**src/rtl/sorted_lists_unpack.sv**
```systemverilog
// sorted_lists_unpack: captures one sorted-list snapshot and drains its valid
// entries as a stream of beats in ascending index order, with a running sum of
// the entry sizes. Invalid entries are skipped without bubbles; an empty
// snapshot produces a single marker beat.
//
// in_tbl layout: entry i occupies in_tbl[i*97 +: 97] as {vld, key[63:0], size[31:0]},
// so vld is bit i*97+96, key is [i*97+32 +: 64], size is [i*97 +: 32].
module sorted_lists_unpack #(
    parameter int N = 4,
    parameter int M = 64,
    localparam int W_ID  = $clog2(M),
    localparam int W_IDX = (N > 1) ? $clog2(N) : 1,
    localparam int W_ENT = 97
) (
    input  logic                 clk,
    input  logic                 rst,
    input  logic                 in_vld,
    input  logic [W_ID-1:0]      in_id,
    input  logic [N*W_ENT-1:0]   in_tbl,
    output logic                 in_rdy,
    output logic                 out_vld,
    input  logic                 out_rdy,
    output logic [W_ID-1:0]      out_id,
    output logic [63:0]          out_key,
    output logic [31:0]          out_size,
    output logic [W_IDX-1:0]     out_idx,
    output logic [33:0]          out_sum,
    output logic                 out_last,
    output logic                 out_empty
);

    localparam logic IDLE  = 1'b0;
    localparam logic DRAIN = 1'b1;

    logic              state;
    logic [N-1:0]      pend;
    logic [63:0]       snap_key  [N];
    logic [31:0]       snap_size [N];
    logic [33:0]       acc;
    logic [W_ID-1:0]   id_q;
    logic              empty_q;

    logic [N-1:0]      tbl_vld;
    logic [63:0]       tbl_key  [N];
    logic [31:0]       tbl_size [N];

    logic [W_IDX-1:0]  cur_idx;
    logic [63:0]       cur_key;
    logic [31:0]       cur_size;
    logic              any_pend;
    logic              one_left;
    logic [N-1:0]      pend_m1;
    logic              accept;
    logic              hs;

    // Split the flat snapshot input into per-entry fields.
    always_comb begin
        for (int unsigned i = 0; i < N; i++) begin
            tbl_vld[i]  = in_tbl[i*W_ENT + 96];
            tbl_key[i]  = in_tbl[i*W_ENT + 32 +: 64];
            tbl_size[i] = in_tbl[i*W_ENT +: 32];
        end
    end

    // Select the lowest-index pending entry; scanning downward lets the lowest win.
    always_comb begin
        cur_idx = '0;
        for (int unsigned i = N; i > 0; i--) begin
            if (pend[i-1]) begin
                cur_idx = W_IDX'(i - 1);
            end
        end
    end

    // Present the selected entry; an empty mask presents all-zero data.
    always_comb begin
        any_pend = |pend;
        pend_m1  = pend - N'(1);
        one_left = any_pend && ((pend & pend_m1) == '0);
        cur_key  = any_pend ? snap_key[cur_idx]  : '0;
        cur_size = any_pend ? snap_size[cur_idx] : '0;
    end

    // Output and handshake decode. in_rdy is forced low while reset is held.
    always_comb begin
        out_vld   = (state == DRAIN);
        out_id    = id_q;
        out_empty = empty_q;
        out_key   = cur_key;
        out_size  = cur_size;
        out_idx   = cur_idx;
        out_sum   = acc + {2'b00, cur_size};
        out_last  = out_vld & (empty_q | one_left);
        hs        = out_vld & out_rdy;
        in_rdy    = ~rst & ((state == IDLE) | (hs & out_last));
        accept    = in_vld & in_rdy;
    end

    // Snapshot capture, drain progress and running-sum accumulation.
    always_ff @(posedge clk) begin
        if (rst) begin
            state   <= IDLE;
            pend    <= '0;
            acc     <= '0;
            id_q    <= '0;
            empty_q <= 1'b0;
            for (int unsigned i = 0; i < N; i++) begin
                snap_key[i]  <= '0;
                snap_size[i] <= '0;
            end
        end else if (accept) begin
            state   <= DRAIN;
            pend    <= tbl_vld;
            acc     <= '0;
            id_q    <= in_id;
            empty_q <= ~|tbl_vld;
            for (int unsigned i = 0; i < N; i++) begin
                snap_key[i]  <= tbl_key[i];
                snap_size[i] <= tbl_size[i];
            end
        end else if (hs) begin
            if (out_last) begin
                state <= IDLE;
                pend  <= '0;
                acc   <= '0;
            end else begin
                pend <= pend & ~(N'(1) << cur_idx);
                acc  <= out_sum;
            end
        end
    end

endmodule

```
**config.mk**
```make
export PLATFORM = sky130hd
export DESIGN_NAME = sorted_lists_unpack
export DESIGN_NICKNAME = d
export VERILOG_FILES = /design/src/rtl/sorted_lists_unpack.sv
export SDC_FILE = /design/constraint.sdc
export NUM_CORES = 1
export LEC_CHECK = 0
export CAP_MARGIN = 40
export CORE_ASPECT_RATIO = 0.6
export CORE_UTILIZATION = 23
export DETAILED_ROUTE_END_ITERATION = 16
export GPL_TIMING_DRIVEN = 0
export PLACE_DENSITY = 0.55
export SETUP_SLACK_MARGIN = 0.02
export SLEW_MARGIN = 5
export SYNTH_ARGS = -nofsm -noshare
export SYNTH_HDL_FRONTEND = slang
export SYNTH_SLANG_ARGS = --single-unit
export TNS_END_PERCENT = 100
```
**constraint.sdc**
```tcl
create_clock -name clk -period 6.4 [get_ports clk]
set_input_delay 1.28 -clock clk [delete_from_list [all_inputs] [get_ports clk]]
set_output_delay 1.28 -clock clk [all_outputs]
set_load 0.01 [all_outputs]
```
# Yosys cells after proc, flatten, opt, wreduce, memory -nomap -nowiden
# Memory sizes are Yosys's and may differ from the RTL's.
# Cells that the tools add are included.
# totals
memories	2
word_cells	65
output_inout_bits	142
in_bits	398
regBits	46
ramBits	384
# op_classes
n_reduce_logical	9
addsub	2
n_mux	26
n_bitwise	20
shift	1
# memory_table
memory	words	width	read_ports	rd_ports_with_merged_regs	write_ports	line	text
snap_key	4	64	1	0	4	37	logic [63:0] snap_key [N];
snap_size	4	32	1	0	4	38	logic [31:0] snap_size [N];
# op_table
cell	n
64-bit two-way mux	5
32-bit two-way mux	5
34-bit by 32-bit adder with 34-bit output	1
34-bit two-way mux	1
4-bit two-way mux	3
1-bit bitwise OR	10
4-bit bitwise AND	2
1-bit two-way mux	8
2-bit two-way mux	4
4-bit OR reduction	2
1-bit bitwise AND	5
4-bit logical NOT	1
4-bit NOT	1
2-bit nonzero test	2
1-bit by 2-bit left shift with 4-bit output (first input constant)	1
4-bit by 1-bit subtractor with 4-bit output (second input constant)	1
1-bit NOT	2
2-bit AND reduction	1
2-bit OR reduction	1
1-bit logical AND	1
1-bit logical NOT	1

# Depth between registers and ports, before layout
# logic_depth
word_depth	14
ltp_mapped	22
depth_no_buf	18

# Worst setup path after synthesis
# OpenSTA, ideal clock, no wires.
# synth_timing
kind	input to register
from	input port out_rdy
to	memory snap_key[0][0] (enable)
arrival_ns	6.330
setup_slack_ns	-0.511
required_time_ns	5.819
setup_ns	0.581
path_buffers	2
path_stages	5
cell_sequence	a21boi_2 > nand2b_4 > buf_4 > nand2b_1 > buf_2
# synth_rtl
item	line	text
start, declared	22	input logic out_rdy,
end, declared	37	

# Worst setup path after layout
# layout_timing
from	register pend[3]
to	output port out_sum[32]
# layout_between
elab_chain_cells	7
elab_cells_between_ends	8
cone_classes	add/sub (1); mux (5); reduce/logical (1); memory (1)
# layout_lines
item	line	text
start, declared	36	logic [N-1:0] pend;
start signal, assigned	113	pend <= tbl_vld;
start signal, assigned	127	pend <= pend & ~(N'(1) << cur_idx);
2-bit two-way mux (4 in series)	69	if (pend[i-1]) begin
memory read 4 x 32 bit	n/a	
32-bit two-way mux *	81	cur_size = any_pend ? snap_size[cur_idx] : '0;
34-bit by 32-bit adder with 34-bit output *	92	out_sum = acc + {2'b00, cur_size};
end, declared	27	output logic [33:0] out_sum,
# Mark *: on every way between the ends. The rest lies on a longest branch, timed or not.

==> out/qor.yml <==
place.gp.congestion: 0.854
grt_first_pass_wirelength_mm: 116
port_buffers: 538
ys_warn_count: 0
grt_max_degree: 123
setup_viol: 2
synth-async-reset-ratio_pct: 0
syn_nets: 2218
violations: "negative setup slack"
synth.most_common_cell: "and2_1"
worstMarginPinSlew_ns: 0.828
path_max_fanout: 6
ir_drop_mv: 0.195
maxCapViolations: 0
tritoncts: "yes"
totalWireLength_mm: 83.4
slew_headroom_pct: 44.4
drtIter0Drc: 1605
firstDrtPassIters: 6
end_kind: "output port"
postPlaceCellArea_um2: 27400
clkTransAtPathRegs_ns: 0.06
synth_cell_types: 66
cts_num_sinks: 430
drcViolationCount: 0
design_area_um2: 29900
synth_seq_cells: 430
cts_root_buf: "clkbuf_16"
hold_viol_final: 0
htree_num_levels: 2
grt_pass1_vias: 16956
die_x_um: 386
routedWlPerCell_um: 22.9
fin_skew_ns: 0.0292
antenna_found_initial: 23
rows: 84
drive_gt1_share_pct: 12.6
numCtsBuffers: 47
total_power_mw: 7.53
clock_latency_ns: 0.60
post-route-period-util_pct: 101
syn_area_um2: 20300
synthTopCellsByArea: "edfxtp_1 57%, and2_1 12%, nand2_1 6.2%"
nets: 2869
p_leak_nw: 11.8
synth_area_per_cell_um2: 11.4
vias_per_cell: 4.57
hold_buffers: 0
p_per_area_nw_per_um2: 252
hold_class: "flop to flop"
status: "finished with violations"
synthCells: 1787
r2r_cells: 26
yosysTopAreaCell: "edfxtp_1"
finalWorstSetupSlack_ns: -0.0330
rsz0062_at_grt: "yes"
boundaryPins: 540
vias: 16662
start_kind: "flop"
core_area_um2: 87500
yosysSeqAreaShare_pct: 61.2
track_usage_pct: 18.0
whs_path_depth: 2
synth.cells.most_frequent: "387 x and2_1, 384 x edfxtp_1, 334 x nand2_1"
timing.final.crit_period_ns: 6.43
dieArea_um2: 89700
initial_utilization_pct: 23.2
die_h_um: 232
critical_path_arrival_ns: 5.15
yosys.area.top_type_share_pct: 56.7
drtAntennaViolNets: 0
dp_hpwl_mm: 63.1
worstSetupPathType: "flop to output port"
cts_buffer_depth: 3
synth-edff-count: 384
cp.required_ns: 5.12
syn2layout_area_growth_pct: 46.8
synth_ff_type: "edfxtp_1"
clock.fmax_ghz: 0.155
drv_slew: 0
grt_overflow: 0
logic make-up (layout without fill, tap and decap cells):
logic type,Yosys count,count (layout),share of synthesized area [%]
AO/OA/AOI/OAI,248,248,10.2
XOR/XNOR,33,33,1.42
adder cells (fa/ha/maj),33,33,2.07
buffers and inverters,141,830,2.94
flip-flops,430,430,61.2
multiplexers,1,1,0.0492
other,0,8,0
AND/OR/NAND/NOR,901,901,22.1
state kept, by name (all words and copies together) (netlist names):
register / cells
acc: 34
out_empty: 1
out_id: 6
out_vld: 1
pend: 4
snap_key: 256
snap_size: 128
stage by stage:
step | hold WS (ns) | cells | utilization [%] | TNS [ns] | setup slack [ns]
6_report | 0.454 | 3645 | 34.1 | -0.0363 | -0.0330
4_1_cts | 0.456 | 3619 | 33.8 | -0.0947 | -0.0741
5_1_grt | 0.469 | 3640 | 34.1 | -0.520 | -0.184
3_5_place_dp | 0.446 | 3503 | 31.3 | -35.64 | -2.15
3_3_place_gp | 0.442 | 3486 | 31.0 | -177.69 | -2.88
2_1_floorplan | 0.436 | 1787 | - | 0 | 1.08
critical path, stage by stage (launching register included):
cell and delay (ns):
dfxtp_2 0.32, buf_6 0.12, nand2b_4 0.08, a21o_4 0.14
buf_12 0.15, clkinv_8 0.08, buf_12 0.14, buf_12 0.13
buf_12 0.13, nand2_4 0.05, nand2_4 0.05, a222oi_1 0.64
nor2_4 0.18, ha_4 0.22, inv_2 0.05, fa_2 0.19
and2b_2 0.25, o2111ai_4 0.26, a32oi_4 0.16, a21boi_4 0.33
o31ai_4 0.14, a41o_4 0.31, nor2_4 0.11, xnor2_2 0.14
buf_2 0.17
layout by cell type (no fill, tap or decap), types with 7 or more instances in the layout:
cell,n
xnor2_1,17
nand4_1,8
clkinv_1,9
nand3_1,8
buf_2,23
a21oi_1,39
o21ai_0,14
edfxtp_1,384
clkbuf_1,58
clkbuf_16,51
clkinv_2,10
and2_1,386
diode_2,8
dfxtp_1,43
buf_6,9
clkdlybuf4s50_1,514
nor2_2,7
nand2_1,327
a21o_1,14
nor2_4,7
nor2_1,118
ha_1,26
xor2_1,9
a22o_1,21
inv_1,9
a222oi_1,95
clkbuf_2,52
buf_4,53
final timing paths:
path / startpoint / to / slack, ns
max reg2reg: pend[3] / acc[30] / 1.67
min: out_id[1] / out_id[1] / 0.45
min reg2reg: out_id[1] / out_id[1] / 0.45
max: pend[3] / out_sum[32] / -0.03
report_power, final:
group          leakage (nW)  switching (mW)  total [mW]  internal, mW
registers              4.53          0.0665        3.37          3.31
logic                  6.50           0.784        1.45         0.665
clock network         0.724            1.22        2.71          1.50
layout make-up:
| cell class | count | area [um2] |
|---|---|---|
| buffer | 126 | 696 |
| antenna | 8 | 20.0 |
| multi-input combinational | 1216 | 7700 |
| fill | 8727 | 57700 |
| tap | 1161 | 1450 |
| sequential | 430 | 12500 |
| inverter | 11 | 53.8 |
| timing repair buffer | 606 | 6000 |
| clock inverter | 28 | 206 |
| clock buffer | 59 | 1270 |
per-layer routing:
metal / global-route usage (%) / part of all wire, % / vias to the layer above
met3: 5.39 / 9.1 / 120
met4: 3.79 / 1.8 / 22
met5: 0 / 0.16 / -
met2: 27.0 / 43 / 669
li1: - / - / 7688
met1: 25.5 / 46 / 8163
what timing repair did:
action	in CTS	in global routing
hold endpoints to repair	0	0
setup buffers	30	21
endpoints found under the setup margin	41	24
resized for setup	157	56
pin swaps	37	25
gates cloned	1	0
Power figures use the tool's default switching activity.
